[src/rtl/rv_pkg.sv]
// rv_pkg: shared widths, ALU opcodes and operand-stage state encoding
package rv_pkg;
  localparam int XLEN = 64;
  localparam int REG_AW = 5;
  localparam logic [3:0] ADD = 4'd0, SUB = 4'd1, AND = 4'd2, OR = 4'd3, XOR = 4'd4;
  localparam logic [3:0] SLL = 4'd5, SRL = 4'd6, SRA = 4'd7, MUL = 4'd8, MULH = 4'd9;
  localparam logic [3:0] DIV = 4'd10, REM = 4'd11, SLT = 4'd12, SLTU = 4'd13;
  typedef enum logic [1:0] {EMPTY, FULL, HAZARD} state_t;
endpackage

[src/rtl/alu_operand_stage_fwd_mux.sv]
// fwd_mux: per-source MEM/WB bypass select plus load-use detection for that source
module fwd_mux import rv_pkg::*; #(
  parameter int W = XLEN,
  parameter int AW = REG_AW
) (
  input  logic [AW-1:0] i_rs,
  input  logic          i_used,
  input  logic [W-1:0]  i_rf_data,
  input  logic          i_mem_valid,
  input  logic          i_mem_reg_write,
  input  logic          i_mem_is_load,
  input  logic [AW-1:0] i_mem_rd,
  input  logic [W-1:0]  i_mem_data,
  input  logic          i_wb_valid,
  input  logic          i_wb_reg_write,
  input  logic [AW-1:0] i_wb_rd,
  input  logic [W-1:0]  i_wb_data,
  output logic [W-1:0]  o_fwd,
  output logic          o_load_use
);
  logic w_nz, w_mem_hit, w_wb_hit;
  // rs != 0 together with rd == rs already excludes x0 as a bypass target
  assign w_nz = i_rs != '0;
  assign w_mem_hit = w_nz && i_mem_valid && i_mem_reg_write && i_mem_rd == i_rs;
  assign w_wb_hit = w_nz && i_wb_valid && i_wb_reg_write && i_wb_rd == i_rs;
  assign o_fwd = (w_mem_hit && !i_mem_is_load) ? i_mem_data : w_wb_hit ? i_wb_data : i_rf_data;
  assign o_load_use = i_used && w_mem_hit && i_mem_is_load;
endmodule

[src/rtl/alu_operand_stage.sv]
// alu_operand_stage: ID/EX register with forwarding and load-use stall; OPSTAGE_PERF_EN adds hazard/backpressure counters
module alu_operand_stage #(
  parameter int XLEN = rv_pkg::XLEN,
  parameter int REG_AW = rv_pkg::REG_AW
) (
  input  logic              CLK,
  input  logic              RESET,
  input  logic              flush,
  input  logic              in_valid,
  output logic              in_ready,
  input  logic [REG_AW-1:0] in_rs1,
  input  logic [REG_AW-1:0] in_rs2,
  input  logic              in_rs1_used,
  input  logic              in_rs2_used,
  input  logic [XLEN-1:0]   in_rs1_data,
  input  logic [XLEN-1:0]   in_rs2_data,
  input  logic [XLEN-1:0]   in_pc,
  input  logic [XLEN-1:0]   in_imm,
  input  logic              in_use_pc,
  input  logic              in_use_imm,
  input  logic [3:0]        in_op,
  input  logic [REG_AW-1:0] in_rd,
  input  logic              in_reg_write,
  input  logic              in_mem_read,
  input  logic              in_mem_write,
  input  logic              mem_fwd_valid,
  input  logic              mem_fwd_reg_write,
  input  logic              mem_fwd_is_load,
  input  logic [REG_AW-1:0] mem_fwd_rd,
  input  logic [XLEN-1:0]   mem_fwd_data,
  input  logic              wb_fwd_valid,
  input  logic              wb_fwd_reg_write,
  input  logic [REG_AW-1:0] wb_fwd_rd,
  input  logic [XLEN-1:0]   wb_fwd_data,
  output logic              out_valid,
  input  logic              out_ready,
  output logic [XLEN-1:0]   X,
  output logic [XLEN-1:0]   Y,
  output logic [3:0]        OP,
  output logic [XLEN-1:0]   store_data,
  output logic [REG_AW-1:0] out_rd,
  output logic              out_reg_write,
  output logic              out_mem_read,
  output logic              out_mem_write
`ifdef OPSTAGE_PERF_EN
  ,
  output logic [31:0]       hazard_cycles,
  output logic [31:0]       backpressure_cycles
`endif
);
  import rv_pkg::*;
  state_t r_state;
  logic [REG_AW-1:0] r_rs1, r_rs2, r_rd;
  logic [XLEN-1:0] r_rs1_data, r_rs2_data, r_pc, r_imm;
  logic [3:0] r_op;
  logic r_rs1_used, r_rs2_used, r_use_pc, r_use_imm, r_reg_write, r_mem_read, r_mem_write;
  logic [XLEN-1:0] w_fwd1, w_fwd2;
  logic w_lu1, w_lu2, w_held, w_hazard, w_accept;
  fwd_mux #(.W(XLEN), .AW(REG_AW)) u_fwd1 (
    .i_rs(r_rs1), .i_used(r_rs1_used), .i_rf_data(r_rs1_data),
    .i_mem_valid(mem_fwd_valid), .i_mem_reg_write(mem_fwd_reg_write), .i_mem_is_load(mem_fwd_is_load),
    .i_mem_rd(mem_fwd_rd), .i_mem_data(mem_fwd_data),
    .i_wb_valid(wb_fwd_valid), .i_wb_reg_write(wb_fwd_reg_write), .i_wb_rd(wb_fwd_rd), .i_wb_data(wb_fwd_data),
    .o_fwd(w_fwd1), .o_load_use(w_lu1)
  );
  fwd_mux #(.W(XLEN), .AW(REG_AW)) u_fwd2 (
    .i_rs(r_rs2), .i_used(r_rs2_used), .i_rf_data(r_rs2_data),
    .i_mem_valid(mem_fwd_valid), .i_mem_reg_write(mem_fwd_reg_write), .i_mem_is_load(mem_fwd_is_load),
    .i_mem_rd(mem_fwd_rd), .i_mem_data(mem_fwd_data),
    .i_wb_valid(wb_fwd_valid), .i_wb_reg_write(wb_fwd_reg_write), .i_wb_rd(wb_fwd_rd), .i_wb_data(wb_fwd_data),
    .o_fwd(w_fwd2), .o_load_use(w_lu2)
  );
  assign w_held = r_state != EMPTY;
  assign w_hazard = w_held && (w_lu1 || w_lu2);
  assign out_valid = w_held && !w_hazard;
  assign in_ready = !flush && (!w_held || (out_valid && out_ready));
  assign w_accept = in_valid && in_ready;
  assign X = r_use_pc ? r_pc : w_fwd1;
  assign Y = r_use_imm ? r_imm : w_fwd2;
  assign store_data = w_fwd2;
  assign OP = r_op;
  assign out_rd = r_rd;
  assign out_reg_write = r_reg_write;
  assign out_mem_read = r_mem_read;
  assign out_mem_write = r_mem_write;
  always_ff @(posedge CLK) begin
    if (RESET) begin
      r_state <= EMPTY;
      {r_rs1, r_rs2, r_rd, r_op} <= '0;
      {r_rs1_data, r_rs2_data, r_pc, r_imm} <= '0;
      {r_rs1_used, r_rs2_used, r_use_pc, r_use_imm, r_reg_write, r_mem_read, r_mem_write} <= '0;
    end else if (flush) begin
      r_state <= EMPTY;
    end else if (w_accept) begin
      r_state <= FULL;
      {r_rs1, r_rs2, r_rd, r_op} <= {in_rs1, in_rs2, in_rd, in_op};
      {r_rs1_data, r_rs2_data, r_pc, r_imm} <= {in_rs1_data, in_rs2_data, in_pc, in_imm};
      {r_rs1_used, r_rs2_used, r_use_pc, r_use_imm} <= {in_rs1_used, in_rs2_used, in_use_pc, in_use_imm};
      {r_reg_write, r_mem_read, r_mem_write} <= {in_reg_write, in_mem_read, in_mem_write};
    end else if (out_valid && out_ready) begin
      r_state <= EMPTY;
    end else if (w_held) begin
      r_state <= w_hazard ? HAZARD : FULL;
    end
  end
`ifdef OPSTAGE_PERF_EN
  always_ff @(posedge CLK) begin
    if (RESET) begin
      hazard_cycles <= '0;
      backpressure_cycles <= '0;
    end else begin
      if (w_hazard && hazard_cycles != '1) hazard_cycles <= hazard_cycles + 32'd1;
      if (out_valid && !out_ready && backpressure_cycles != '1) backpressure_cycles <= backpressure_cycles + 32'd1;
    end
  end
`endif
endmodule

[config.mk]
export PLATFORM = sky130hd
export DESIGN_NAME = alu_operand_stage
export DESIGN_NICKNAME = d
export VERILOG_FILES = /design/src/rtl/rv_pkg.sv /design/src/rtl/alu_operand_stage_fwd_mux.sv /design/src/rtl/alu_operand_stage.sv
export SDC_FILE = /design/constraint.sdc
export NUM_CORES = 1
export LEC_CHECK = 0
export CAP_MARGIN = 20
export CORE_AREA = 2 2 249 251
export CTS_BUF_LIST = sky130_fd_sc_hd__clkbuf_4
export DETAILED_ROUTE_END_ITERATION = 10
export DIE_AREA = 0 0 251 253
export GPL_TIMING_DRIVEN = 0
export PLACE_DENSITY_LB_ADDON = 0.08
export SLEW_MARGIN = 20
export SYNTH_ARGS = -nofsm -noshare
export SYNTH_HDL_FRONTEND = slang
export SYNTH_SLANG_ARGS = --single-unit
export TNS_END_PERCENT = 100
[constraint.sdc]
create_clock -name CLK -period 2.5 [get_ports CLK]
set_input_delay 0.25 -clock CLK [delete_from_list [all_inputs] [get_ports CLK]]
set_output_delay 0.25 -clock CLK [all_outputs]
set_load 0.01 [all_outputs]
## Word-level counts from Yosys, hierarchy flattened

Cells that the tools add are included.

- Register bits: 284
- Bits in latches: 0
- Bits in writable memories: 0
- Bits in read-only memories: 0
- Output and inout bits: 206
- Word-level logic and storage cells: 68
- Memories: 0

- $add $sub $neg: 0
- Multiply operators: 0
- Div/mod/pow operators: 0
- Order comparisons: 0
- Eq/ne operators: 4
- Shift operators: 0
- Muxes and demuxes: 10
- Bitwise operators: 1
- Reductions and logical operators: 36

Operator list:

| kind | count |
|---|---|
| $mux W64 | 6 |
| $logic_and A1 B1 Y1 | 23 |
| $eq A5 B5 Y1 | 4 |
| $reduce_bool A5 Y1 | 2 |
| $logic_not A1 Y1 | 4 |
| $reduce_or A4 Y1 | 1 |
| $mux W1 | 3 |
| $reduce_bool A3 Y1 | 1 |
| $logic_or A1 B1 Y1 | 2 |
| $mux W2 | 1 |
| $reduce_and A2 Y1 | 1 |
| $reduce_bool A2 Y1 | 1 |
| $reduce_or A2 Y1 | 1 |
| $not A1 Y1 | 1 |

## Logic depth before layout (Yosys ltp)

- Depth after elaboration: 15
- Gate-level depth with buffers: 10

## By module

Synthesis repeated with hierarchy kept, for this count alone.

- Cell total of the unflattened synthesis: 1978
- Area total of the unflattened synthesis: 17346.6 um^2

By module, submodules not included:

| module | times used | cells each | area an instance (um^2) | seq. area each (um^2) |
|---|---|---|---|---|
| alu_operand_stage | 1 | 1378 | 14468.9 | 5685.5 |
| fwd_mux | 2 | 300 | 1438.9 | 0.0 |

## Least setup slack after synthesis

OpenSTA, ideal clock, no wires.

- Kind: register -> output
- Start: register r_rs1[0]
- End: output port in_ready
- Arrival: 2.268 ns
- Data required time: 2.250 ns
- Slack: -0.018 ns
- Cell stages (with the launch flop): 10
- Path buffers: 4
- Cell sequence: dfxtp_1 or4_1 nor2_1 and4b_1 buf_2 or2_1 buf_2 buf_6 buf_6 a211oi_1

- Cells in the longest elaborated chain, start to end: 13

RTL lines:

| item | line | source |
|---|---|---|
| start, declared | alu_operand_stage.sv:53 | `logic [REG_AW-1:0] r_rs1, r_rs2, r_rd;` |
| start signal, assigned | alu_operand_stage.sv:96 | `{r_rs1, r_rs2, r_rd, r_op} <= {in_rs1, in_rs2, in_rd, in_op};` |
| $reduce_bool A5 Y1 | alu_operand_stage_fwd_mux.sv:23 | `assign w_nz = i_rs != '0;` |
| $logic_and A1 B1 Y1 (2 in a row) | alu_operand_stage_fwd_mux.sv:24 | `assign w_mem_hit = w_nz && i_mem_valid && i_mem_reg_write && i_mem_rd == i_rs;` |
| $logic_and A1 B1 Y1 (*) | alu_operand_stage_fwd_mux.sv:24 |  |
| $logic_and A1 B1 Y1 (*) (2 in a row) | alu_operand_stage_fwd_mux.sv:27 | `assign o_load_use = i_used && w_mem_hit && i_mem_is_load;` |
| $logic_or A1 B1 Y1 (*) | alu_operand_stage.sv:74 | `assign w_hazard = w_held && (w_lu1 \|\| w_lu2);` |
| $logic_and A1 B1 Y1 (*) | alu_operand_stage.sv:74 |  |
| $logic_not A1 Y1 (*) | alu_operand_stage.sv:75 | `assign out_valid = w_held && !w_hazard;` |
| $logic_and A1 B1 Y1 (*) | alu_operand_stage.sv:75 |  |
| $logic_and A1 B1 Y1 (*) | alu_operand_stage.sv:76 | `assign in_ready = !flush && (!w_held \|\| (out_valid && out_ready));` |
| $logic_or A1 B1 Y1 (*) | alu_operand_stage.sv:76 |  |
| $logic_and A1 B1 Y1 (*) | alu_operand_stage.sv:76 |  |
| end, declared | alu_operand_stage.sv:10 | `output logic in_ready,` |

Every way passes the cells marked *; elsewhere a longest branch is shown, timed or not.

## Worst setup path after layout

- Start: register r_rs2[1]
- End: output port Y[58]

- Cells in the longest elaborated chain, start to end: 7

RTL lines:

| item | line | source |
|---|---|---|
| start, declared | alu_operand_stage.sv:53 |  |
| start signal, assigned | alu_operand_stage.sv:96 |  |
| $reduce_bool A5 Y1 | alu_operand_stage_fwd_mux.sv:23 |  |
| $logic_and A1 B1 Y1 (on tied branches) (3 in a row) | alu_operand_stage_fwd_mux.sv:25, alu_operand_stage_fwd_mux.sv:24 |  |
| $mux W64 / $logic_and A1 B1 Y1 (equally long branches) | alu_operand_stage_fwd_mux.sv:26 | `assign o_fwd = (w_mem_hit && !i_mem_is_load) ? i_mem_data : w_wb_hit ? i_wb_data : i_rf_data;` |
| $mux W64 (*) | alu_operand_stage_fwd_mux.sv:26 |  |
| $mux W64 (*) | alu_operand_stage.sv:79 | `assign Y = r_use_imm ? r_imm : w_fwd2;` |
| end, declared | alu_operand_stage.sv:38 | `output logic [XLEN-1:0] Y,` |

Marks and branches as above.

==> results.cfg <==
[clocking]
h-tree-depth = 3
clock_sinks = 284
cts_tree = built
clk_path_buf_depth = 3
cts_root_buf = clkbuf_4
clkTransAtPathRegs_ns = 0.06
clk_latency_ns = 0.90
cts_buffers = 92

[cells_and_area]
fillers = 5674
mostFrequentLayoutCells = nand2_1, clkdlybuf4s50_1, nor3_1, nand3_1, a21oi_1
nNetsFinal = 4292
drive_gt1_share_pct = 25.54
layout_commonest_cell = nand2_1
area_growth_pct = 64.32
utilization_pct = 55.21

[routing]
drc = 0
vias = 29783
first_pass_iters = 6
wirelength_um = 132500
drt-initial-drc-count = 3340
antenna_left = 0
avgRoutedWirePerCell_um = 27.94
viasPerCell = 6.279

[global_routing]
antenna_found_initial = 51
grt_max_degree = 14
grt-ovfl-total = 0
track_usage_pct = 38.64
grt_pass1_vias = 27806
grt_pass1_wl_um = 183900

[timing]
rsz0062_at_grt = true
tightest_slew_ns = 1.096
timing.setup.tns_ns = -360.77
period_share_pct = 145.6
hold_viol_final = 0
finalSetupViolCount = 478
drv_slew = 0
fmax_mhz = 274.8
slew_headroom_pct = 26.95
clock_skew_ns = 0.06778
setup_slack_ns = -1.139
finalWorstPathRequiredPeriod_ns = 3.639

[status]
violations = negative setup slack
status = complete, but fails checks

[synth]
syn-cell-area_um2 = 20510
syn_avg_cell_area_um2 = 6.895
yosys.area.top_type = dfxtp_1
ys.flop_type = dfxtp_1
ys_seq_area_share_pct = 27.73
synth.yosys.warnings = 0
synthArstFlopShare_pct = 0
ys_seq_elements = 284
synth-edff-count = 0
syn_inst = 2974
synthesis.nets = 3404
yosys-top-cells-area = dfxtp_1, a311o_1, nand2_1
synthDistinctLibCells = 42
synth.top_cell.area_share_pct = 27.73

[setup_path]
startpoint_type = register
crit_fanout = 5
r2r_cells = 13
reg2reg_slack_ns = -0.77
worst_setup_path_end_kind = output pin
r2r-end = r_rs1_data[58]
r2r_start = r_rs1[1]
critical_path_class = register to output pin
cp.arrival_ns = 3.39
worstPathRequired_ns = 2.25

[pwr]
power_leakage_nw = 12.55
ir_drop_uv = 283.7
power.density_nw_per_um2 = 437.2

[floorplanning]
die_h_um = 253
io_pins = 636
dieArea_um2 = 63500
start_util_pct = 33.60
row_count = 91
core_region_area_um2 = 61030
chipWidth_um = 251

[worst_hold_path]
hp-class = primary input to register
min_from = in_rd[2]
min_to = out_rd[2]
holdPathStages = 4

[placement]
post-dp-hpwl_um = 94480
numPortBuffers = 634
gp_congestion = 0.9745

[job]
cap_violations = 0
timing repair:
| action | 4_1_cts | 5_1_grt |
|---|---|---|
| cloned | 24 | 11 |
| endpoints found under the setup margin | 478 | 478 |
| pin swaps | 62 | 53 |
| resized for setup | 1491 | 332 |
| setup buffers | 96 | 48 |
| endpoints found under the hold margin | 1 | 0 |
| hold buffers | 1 | 0 |
synth_stat cells, types with 2 or more instances:
cell type	count
nand2_1	618
a21oi_1	336
clkbuf_1	298
dfxtp_1	284
nor3_1	282
nand3_1	281
a311o_1	269
nor2_1	135
a211oi_1	66
mux2i_1	64
o22ai_1	64
o31ai_1	64
a21boi_0	59
buf_6	30
buf_2	25
or4_1	14
xor2_1	14
a31oi_1	13
o2111ai_1	12
buf_1	7
xnor2_1	6
and3_1	5
nor4_1	3
and2_1	2
inv_1	2
nand4_1	2
nor4b_1	2
o21ai_0	2
o21ba_2	2
metrics by stage:
step | instance area (um^2) | total power, mW | setup WS (ns) | hold WS, ns | cells
2_1_floorplan | 20510 | 7.056 | 0.06943 | 0.3267 | 2974
3_3_place_gp | 27850 | 9.418 | -2.763 | 0.4961 | 4398
3_5_place_dp | 27910 | 9.481 | -2.660 | 0.5045 | 4401
4_1_cts | 32110 | 14.42 | -1.165 | 0.005905 | 4669
5_1_grt | 33660 | 15.26 | -1.232 | 0.05748 | 4730
6_report | 33690 | 14.73 | -1.139 | 0.08908 | 4743
worst max path at each step:
stage | start | depth (start not counted) | slack (ns) | to
after detailed placement | wb_fwd_rd[3] | 10 | -2.66 | Y[60]
after CTS | r_rs2[1] | 9 | -1.16 | Y[58]
after floorplan | r_rs2[2] | 6 | 0.07 | Y[10]
final | r_rs2[1] | 9 | -1.14 | Y[58]
after global routing | r_rs2[1] | 10 | -1.23 | Y[21]
after global placement | wb_fwd_rd[3] | 10 | -2.76 | Y[60]
area by class of cell:
cell class / count / area [um^2] / area share, %
Multi-Input combinational cell: 2326 / 15380 / 45.64
Timing Repair Buffer: 810 / 7893 / 23.42
Sequential cell: 284 / 5705 / 16.93
Buffer: 345 / 2536 / 7.527
Tap cell: 790 / 988.4 / 2.934
Clock buffer: 130 / 975.9 / 2.896
Clock inverter: 22 / 122.6 / 0.3639
Antenna cell: 33 / 82.58 / 0.2451
Inverter: 3 / 11.26 / 0.03342
registers in the layout, summed over array words and instances (netlist names), 2 cells and up:
signal and count:
r_imm 64, r_pc 64, r_rs1_data 64, OP 4, r_rs2_data 64, out_rd 5
r_rs2 5, r_state 2, r_rs1 5
routing by layer:
layer | part of all wire, % | wire (um) | track usage (%)
met5 | 0.20 | 265 | 0
met4 | 4.9 | 6508 | 17.53
met3 | 11 | 13920 | 12.22
met2 | 46 | 60940 | 62.62
met1 | 38 | 50870 | 46.76
where the power goes:
part | switching [mW] | internal, mW
combinational | 2.40 | 2.07
sequential | 0.439 | 4.91
clock | 2.45 | 2.46
worst max-delay path, stage by stage (launching register included):
cell and delay (ns):
dfxtp_4 0.36, xor2_1 0.15, or4_4 0.58, or4_4 0.51, clkbuf_16 0.22, clkbuf_16 0.18
buf_6 0.12, nor2_4 0.11, o31ai_4 0.08, buf_2 0.18
logic make-up (layout without fill, tap and decap cells):
| kind of cell | Yosys count | in the layout | synth area share [%] |
|---|---|---|---|
| compound gates | 889 | 889 | 31.35 |
| xor+xnor | 20 | 20 | 0.8542 |
| buf+inv | 364 | 1310 | 7.932 |
| flops | 284 | 284 | 27.73 |
| mux | 64 | 64 | 3.124 |
| other cells | 0 | 33 | 0 |
| simple gates | 1353 | 1353 | 29.01 |
Note: power is estimated with default switching activity, not from simulation.
